File: src/rtl/iter_mult_engine_if.sv
`default_nettype none
// ============================================================================
// Module   : iter_mult_engine_if
// Brief    : Control/status bundle between software-facing MMIO and the engine.
// Revision : 1.0 - initial release
// ============================================================================
interface iter_mult_engine_if #(
  parameter int DATA_WIDTH = 32
);
  logic                  GO;
  logic                  MODE;
  logic                  ABORT;
  logic [DATA_WIDTH-1:0] D;
  logic [DATA_WIDTH-1:0] B;
  logic                  BUSY;
  logic                  doneF;
  logic                  ERROR;
  logic [DATA_WIDTH-1:0] out;

  modport master (
    output GO, MODE, ABORT, D, B,
    input  BUSY, doneF, ERROR, out
  );

  modport slave (
    input  GO, MODE, ABORT, D, B,
    output BUSY, doneF, ERROR, out
  );
endinterface
`default_nettype wire

File: src/rtl/iter_mult_engine.sv
`default_nettype none
// ============================================================================
// Module   : iter_mult_engine
// Brief    : Multi-cycle n! / B^E engine with dynamic overflow detection.
// Revision : 1.0 - initial release
// ============================================================================
module iter_mult_engine #(
  parameter int DATA_WIDTH = 32
) (
  input  logic              CLK,
  input  logic              RST,
  iter_mult_engine_if.slave bus
);

  localparam logic [1:0] S_IDLE  = 2'd0;
  localparam logic [1:0] S_CALC  = 2'd1;
  localparam logic [1:0] S_DONE  = 2'd2;
  localparam logic [1:0] S_FAULT = 2'd3;

  localparam logic [DATA_WIDTH-1:0] c_ZERO = '0;
  localparam logic [DATA_WIDTH-1:0] c_ONE  = {{(DATA_WIDTH-1){1'b0}}, 1'b1};

  logic [1:0]              state_q, state_d;
  logic                    go_prev_q, go_prev_d;
  logic [DATA_WIDTH-1:0]   cnt_q, cnt_d;
  logic [DATA_WIDTH-1:0]   acc_q, acc_d;
  logic [DATA_WIDTH-1:0]   base_q, base_d;
  logic                    mode_q, mode_d;
  logic [DATA_WIDTH-1:0]   out_q, out_d;
  logic                    done_q, done_d;
  logic                    err_q, err_d;

  logic                    w_go_edge;
  logic                    w_term;
  logic [DATA_WIDTH-1:0]   w_mul_op;
  logic [2*DATA_WIDTH-1:0] w_prod;

  always_ff @(posedge CLK) begin
    if (RST) begin
      state_q   <= S_IDLE;
      go_prev_q <= 1'b0;
      cnt_q     <= c_ZERO;
      acc_q     <= c_ZERO;
      base_q    <= c_ZERO;
      mode_q    <= 1'b0;
      out_q     <= c_ZERO;
      done_q    <= 1'b0;
      err_q     <= 1'b0;
    end else begin
      state_q   <= state_d;
      go_prev_q <= go_prev_d;
      cnt_q     <= cnt_d;
      acc_q     <= acc_d;
      base_q    <= base_d;
      mode_q    <= mode_d;
      out_q     <= out_d;
      done_q    <= done_d;
      err_q     <= err_d;
    end
  end

  assign w_go_edge = bus.GO & ~go_prev_q;
  assign w_term    = mode_q ? (cnt_q == c_ZERO) : (cnt_q <= c_ONE);
  assign w_mul_op  = mode_q ? base_q : cnt_q;
  assign w_prod    = {c_ZERO, acc_q} * {c_ZERO, w_mul_op};

  always_comb begin
    state_d   = state_q;
    go_prev_d = bus.GO;
    cnt_d     = cnt_q;
    acc_d     = acc_q;
    base_d    = base_q;
    mode_d    = mode_q;
    out_d     = out_q;
    done_d    = done_q;
    err_d     = err_q;

    // ABORT wins over everything; in IDLE it only swallows a coincident GO edge.
    if (bus.ABORT) begin
      if (state_q != S_IDLE) begin
        state_d = S_IDLE;
        out_d   = c_ZERO;
        done_d  = 1'b0;
        err_d   = 1'b0;
      end
    end else begin
      case (state_q)
        S_CALC: begin
          if (w_term) begin
            out_d   = acc_q;
            done_d  = 1'b1;
            state_d = S_DONE;
          end else if (w_prod[2*DATA_WIDTH-1:DATA_WIDTH] != c_ZERO) begin
            out_d   = c_ZERO;
            done_d  = 1'b1;
            err_d   = 1'b1;
            state_d = S_FAULT;
          end else begin
            acc_d = w_prod[DATA_WIDTH-1:0];
            cnt_d = cnt_q - c_ONE;
          end
        end
        default: begin
          if (w_go_edge) begin
            acc_d   = c_ONE;
            cnt_d   = bus.D;
            base_d  = bus.B;
            mode_d  = bus.MODE;
            out_d   = c_ZERO;
            done_d  = 1'b0;
            err_d   = 1'b0;
            state_d = S_CALC;
          end
        end
      endcase
    end
  end

  always_comb begin
    bus.BUSY  = (state_q == S_CALC);
    bus.doneF = done_q;
    bus.ERROR = err_q;
    bus.out   = out_q;
  end

endmodule
`default_nettype wire
File: src/flat_wrapper.sv
// flat-port wrapper written by rule: the top's interface ports become plain ports
module iter_mult_engine_flat 
#(
  parameter int DATA_WIDTH = 32
)
  (CLK, RST, bus_GO, bus_MODE, bus_ABORT, bus_D, bus_B, bus_BUSY, bus_doneF, bus_ERROR, bus_out);
  iter_mult_engine_if #(.DATA_WIDTH(DATA_WIDTH)) bus_i ();
  input  logic CLK;
  input  logic RST;
  input wire logic [$bits(bus_i.GO)-1:0] bus_GO;
  input wire logic [$bits(bus_i.MODE)-1:0] bus_MODE;
  input wire logic [$bits(bus_i.ABORT)-1:0] bus_ABORT;
  input wire logic [$bits(bus_i.D)-1:0] bus_D;
  input wire logic [$bits(bus_i.B)-1:0] bus_B;
  output wire logic [$bits(bus_i.BUSY)-1:0] bus_BUSY;
  output wire logic [$bits(bus_i.doneF)-1:0] bus_doneF;
  output wire logic [$bits(bus_i.ERROR)-1:0] bus_ERROR;
  output wire logic [$bits(bus_i.out)-1:0] bus_out;
  assign bus_i.GO = bus_GO;
  assign bus_i.MODE = bus_MODE;
  assign bus_i.ABORT = bus_ABORT;
  assign bus_i.D = bus_D;
  assign bus_i.B = bus_B;
  assign bus_BUSY = bus_i.BUSY;
  assign bus_doneF = bus_i.doneF;
  assign bus_ERROR = bus_i.ERROR;
  assign bus_out = bus_i.out;
  iter_mult_engine #(.DATA_WIDTH(DATA_WIDTH)) u_core (.CLK(CLK), .RST(RST), .bus(bus_i));
endmodule
File: config.mk
export PLATFORM = sky130hd
export DESIGN_NAME = iter_mult_engine_flat
export DESIGN_NICKNAME = d
export VERILOG_FILES = /design/src/rtl/iter_mult_engine_if.sv /design/src/rtl/iter_mult_engine.sv /design/src/flat_wrapper.sv
export SDC_FILE = /design/constraint.sdc
export NUM_CORES = 2
export LEC_CHECK = 0
export CAP_MARGIN = 30
export CORE_UTILIZATION = 39
export DETAILED_ROUTE_END_ITERATION = 8
export GPL_ROUTABILITY_DRIVEN = 1
export REMOVE_ABC_BUFFERS = 1
export SLEW_MARGIN = 20
export SYNTH_ARGS = -nofsm -noshare
export SYNTH_HDL_FRONTEND = slang
export SYNTH_SLANG_ARGS = --single-unit
File: constraint.sdc
create_clock -name CLK -period 13.1 [get_ports CLK]
set_input_delay 3.93 -clock CLK [delete_from_list [all_inputs] [get_ports CLK]]
set_output_delay 3.93 -clock CLK [all_outputs]
set_load 0.05 [all_outputs]
# Yosys cells after proc, flatten, opt, wreduce, memory -nomap -nowiden
# Cells that the tools add are included.
[word_totals]
reg_bits = 134
latch_bits = 0
ramBits = 0
romBits = 0
output_inout_bits = 35
elab_cells = 63
n_memories = 0
[classes]
add_sub_neg = 1
n_mul = 1
n_div = 0
order_cmp = 1
eq_ne = 7
shift = 0
mux = 31
bitwise_logic = 4
n_reduce_logical = 9
[ops]
columns = ["operator", "n"]
rows = [
  ["$mux W32", 15],
  ["$mul A32 B32 Y64", 1],
  ["$le A32 B1 Y1 const B", 1],
  ["$logic_not A32 Y1", 1],
  ["$reduce_bool A32 Y1", 1],
  ["$sub A32 B1 Y32 const B", 1],
  ["$mux W2", 6],
  ["$mux W1", 10],
  ["$reduce_and A4 Y1", 2],
  ["$reduce_and A3 Y1", 2],
  ["$ne A2 B2 Y1 const B", 2],
  ["$ne A4 B2 Y1 const B", 1],
  ["$reduce_bool A2 Y1", 2],
  ["$ne A3 B2 Y1 const B", 1],
  ["$ne A3 B3 Y1 const B", 1],
  ["$not A1 Y1", 3],
  ["$reduce_bool A3 Y1", 1],
  ["$eq A2 B1 Y1 const B", 1],
  ["$ne A2 B1 Y1 const B", 1],
  ["$and A1 B1 Y1", 1],
]

# Longest topological paths before layout
[depth]
word_depth = 7
ltp_mapped = 38
ltp_nobuf = 32

# Worst setup path after synthesis
# No wires, ideal clock.
[synth_path]
path_kind = "reg2reg"
from = "register u_core.mode_q"
to = "register u_core.cnt_q[13]"
t_arrival_ns = 9.178
required_ns = 12.968
path_slack_ns = 3.790
stages_incl_launch_ff = 34
path_buffers = 6
synth_period_minus_slack_ns = 9.310
cell_sequence = "dfxtp_1 clkbuf_1 clkbuf_1 mux2_2 clkbuf_1 and2_1 fa_1 inv_1 fa_1 fa_1 fa_1 inv_1 fa_1 inv_1 fa_1 fa_1 fa_1 inv_1 ha_1 clkbuf_1 nand4_1 or3_4 or4b_4 o22a_1 nand3_1 a41o_1 xor2_1 a2111oi_0 and4_1 nand3_2 buf_6 buf_2 nor4b_1 o22ai_1"
[synth_between]
elab_chain_cells = 5
[synth_rtl]
columns = ["item", "line_no", "source"]
rows = [
  ["start, declared", "iter_mult_engine.sv:28", "logic mode_q, mode_d;"],
  ["start signal, assigned", "iter_mult_engine.sv:55", "mode_q <= mode_d;"],
  ["$mux W32", "iter_mult_engine.sv:64", "assign w_mul_op = mode_q ? base_q : cnt_q;"],
  ["$mul A32 B32 Y64", "iter_mult_engine.sv:65", "assign w_prod = {c_ZERO, acc_q} * {c_ZERO, w_mul_op};"],
  ["$reduce_bool A32 Y1", "iter_mult_engine.sv:93", "end else if (w_prod[2*DATA_WIDTH-1:DATA_WIDTH] != c_ZERO) begin"],
  ["$ne A2 B2 Y1 (no source line)", "--", ""],
  ["$reduce_and A4 Y1 (no source line) *", "--", ""],
  ["end signal, assigned", "iter_mult_engine.sv:42", "cnt_q <= c_ZERO;"],
  ["end signal, assigned", "iter_mult_engine.sv:52", "cnt_q <= cnt_d;"],
  ["end, declared", "iter_mult_engine.sv:25", "logic [DATA_WIDTH-1:0] cnt_q, cnt_d;"],
]
# Mark *: on every way between the ends. The rest lies on a longest branch, timed or not.
# A chain may end at the register's enable or synchronous reset.

# Worst setup path after layout
[layout_path]
from = "register u_core.mode_q"
to = "register u_core.cnt_q[7]"
# The elaborated chain is that of the path after synthesis.

==> flow_metrics.env <==
export IMPL_status="finished, final reports clean"
export IMPL_whs_path_depth=2
export IMPL_routabilityCongestion=0.955
export IMPL_fin_crit_sh_pct=85.5
export IMPL_cts_buffers=17
export IMPL_drtAntennaViolNets=0
export IMPL_wl_met1_um=52500
export IMPL_ys_flop_type="dfxtp_1"
export IMPL_powerDensity_nw_per_um2=30.5
export IMPL_post_route_min_period_ps=11200
export IMPL_cts_root_buf="clkbuf_16"
export IMPL_cts_max_level=4
export IMPL_cts_tree="done"
export IMPL_wl_met3_um=7570
export IMPL_drtIter0Drc=2411
export IMPL_tightest_slew_ps=1050
export IMPL_grt_pass1_wl_um=198000
export IMPL_die_area_um2=103000
export IMPL_drc=0
export IMPL_clk_latency_ps=430
export IMPL_skew_ps=12.6
export IMPL_route_met2_wl_um=60900
export IMPL_drive_gt1_share_pct=3.84
export IMPL_clk_pin_slew_ps=60
export IMPL_postCtsHoldBufs=0
export IMPL_hp_start="u_core.base_q[29]"
export IMPL_antenna_found_initial=3
export IMPL_ys_async_sr_fraction_pct=0
export IMPL_clock_sinks=133
export IMPL_post_cts_buffers=0
export IMPL_grt_max_degree=66
export IMPL_crit_top_cell="fa_1"
export IMPL_startpoint_type="flip-flop"
export IMPL_syn_avg_cell_area_um2=8.95
export IMPL_max_cap_violations=0
export IMPL_synth_cell_types=82
export IMPL_timing_final_hold_violations=0
export IMPL_r2r_start="u_core.mode_q"
export IMPL_synth_area_um2=39800
export IMPL_relSlewSlack_pct=29.8
export IMPL_crit_fanout=32
export IMPL_wl_per_cell_um=21.9
export IMPL_cts_buffer_depth=2
export IMPL_drt_pass1_iter_count=7
export IMPL_crit_required_ps=13420
export IMPL_fin_nets=5563
export IMPL_cp_arrival_ps=11520
export IMPL_whs_endpoint="u_core.base_q[29]"
export IMPL_setup_violations=0
export IMPL_grt_overflow_total=0
export IMPL_die_h_um=321
export IMPL_ys_seq_elements=133
export IMPL_max_vdd_ir_drop_v=0.0000923
export IMPL_fillers=9994
export IMPL_ff2ff_path_depth=30
export IMPL_hold_path_class="flip-flop to flip-flop"
export IMPL_rrSetupSlack_ps=1900
export IMPL_highest_layer="met5"
export IMPL_fmax_mhz=89.2
export IMPL_ys_seq_area_share_pct=6.69
export IMPL_yosys_warnings=0
export IMPL_fp_coreArea_um2=101000
export IMPL_end_kind="flip-flop"
export IMPL_regToRegEndpoint="u_core.cnt_q[7]"
export IMPL_crit_type="flip-flop to flip-flop"
export IMPL_post_cts_resized=0
export IMPL_num_vias=31000
export IMPL_total_power_mw=1.29
export IMPL_tns_ps=0
export IMPL_grt_total_usage_pct=25.0
export IMPL_rows=116
export IMPL_viasPerCell=5.44
export IMPL_routed_wl_um=125000
export IMPL_slowest_stage="mux2_2"
export IMPL_p_leak_nw=17.6
export IMPL_grt_pass1_vias=33700
export IMPL_rsz0062_at_grt="false"
export IMPL_hpwlAfterDp_um=95200
export IMPL_areaGrowthSynthToFinish_pct=6.91
export IMPL_io_pins=104
export IMPL_dieWidth_um=321
export IMPL_finalMaxSlewViolations=0
export IMPL_cpPeakStageDelay_ps=840
export IMPL_synth_edf_count=0
export IMPL_initial_core_util_pct=39.5
export IMPL_io_buffer_count=103
export IMPL_synth_cells=4446
[cells by family after synthesis]
family                   count (synthesis)  synth area share [%]
AO/OA/AOI/OAI                          470                  7.83
XOR/XNOR                                41                 0.903
adder cells (fa/ha/maj)               1161                  53.4
buffers and inverters                 1039                  9.92
flip-flops                             133                  6.69
multiplexers                            45                  1.23
AND/OR/NAND/NOR                       1557                  20.0
[Yosys cell counts, drive strengths merged, types with 8 or more instances]
cell type / n / area [um2]
a211oi: 14 / 105
a21oi: 155 / 776
a221oi: 8 / 76.3
a31oi: 21 / 138
a32o: 34 / 340
and2: 619 / 3870
and3: 10 / 62.6
and4: 8 / 70.1
buf: 26 / 143
clkbuf: 268 / 1010
dfxtp: 133 / 2660
fa: 896 / 17900
ha: 265 / 3320
inv: 745 / 2800
mux2: 32 / 360
mux2i: 13 / 130
nand2: 620 / 2330
nand2b: 8 / 50.1
nand3: 36 / 185
nand4: 51 / 325
nor2: 103 / 387
nor2b: 9 / 56.3
nor3: 35 / 180
nor4: 17 / 113
o211ai: 22 / 165
o21a: 8 / 60.1
o21ai: 94 / 474
o21bai: 9 / 67.6
o22ai: 8 / 50.1
o31ai: 13 / 111
or3: 15 / 98.8
xnor2: 18 / 158
xor2: 23 / 201
[through the flow]
step / util, % / hold slack [ps] / area, um2 / std cells / setup WS [ps]
6_report: 42.3 / 453 / 42500 / 5706 / 1900
5_1_grt: 42.3 / 465 / 42500 / 5703 / 1560
4_1_cts: 42.2 / 456 / 42400 / 5699 / 1640
3_5_place_dp: 41.6 / 445 / 41800 / 5667 / 1710
3_3_place_gp: 41.6 / 441 / 41800 / 5667 / 1720
2_1_floorplan: - / 427 / 38600 / 4152 / 2010
[worst max path at each step]
stage / endpoint / slack (ps) / depth (start not counted) / startpoint
detailed placement: u_core.state_q[0] / 1710 / 27 / u_core.mode_q
finish: u_core.cnt_q[7] / 1900 / 30 / u_core.mode_q
CTS: u_core.state_q[0] / 1640 / 27 / u_core.mode_q
global route: u_core.cnt_q[7] / 1560 / 30 / u_core.mode_q
floorplan: u_core.acc_q[1] / 2010 / 28 / u_core.mode_q
global placement: u_core.cnt_q[7] / 1720 / 29 / u_core.mode_q
[area by class of cell]
cell class	instances	area (um2)	area share (%)
multi-input combinational	3274	33200	78.2
inverter	745	2800	6.58
sequential	133	2670	6.28
tap	1357	1700	3.99
timing repair buffer	162	1510	3.55
clock buffer	18	439	1.03
clock inverter	14	168	0.394
antenna	3	7.51	0.0177
[state kept, by name (all words and copies together) (netlist names)]
name              flops
u_core.cnt_q         32
u_core.acc_q         32
u_core.base_q        32
u_core.state_q        2
u_core.go_prev_q      1
u_core.mode_q         1
u_core.bus.out       32
u_core.bus.ERROR      1
[placed cells by master (no fill, tap or decap), drive strengths merged, types with 23 or more instances in the layout]
| master | count |
|---|---|
| xor2 | 23 |
| o21ai | 94 |
| buf | 59 |
| a21oi | 155 |
| a32o | 34 |
| inv | 751 |
| dfxtp | 133 |
| fa | 896 |
| nor3 | 35 |
| clkdlybuf4s50 | 102 |
| mux2 | 32 |
| and2 | 619 |
| nand4 | 51 |
| nor2 | 103 |
| ha | 265 |
| nand2 | 620 |
| nand3 | 36 |
[routing by layer]
layer	global-route usage (%)	vias up
li1	-	13500
met1	33.5	16300
met2	42.4	987
met3	3.07	184
met4	7.21	2
met5	0	-
[where the power goes]
part           leakage, nW  switching (mW)  internal [mW]
registers             1.08          0.0200          0.420
logic                 16.3           0.272         0.0867
clock network        0.292           0.205          0.291
total                 17.6           0.497          0.798
[worst max-delay path: cells and delay by family (launching register included)]
kind	cells	cell delay (ps)
muxes	1	840
DFF	1	560
AOI/OAI and AO/OA	6	2000
adders and majority gates	9	4510
buffers and inverters	7	890
and+or+nand+nor	7	2210
Power figures use the tool's default switching activity.
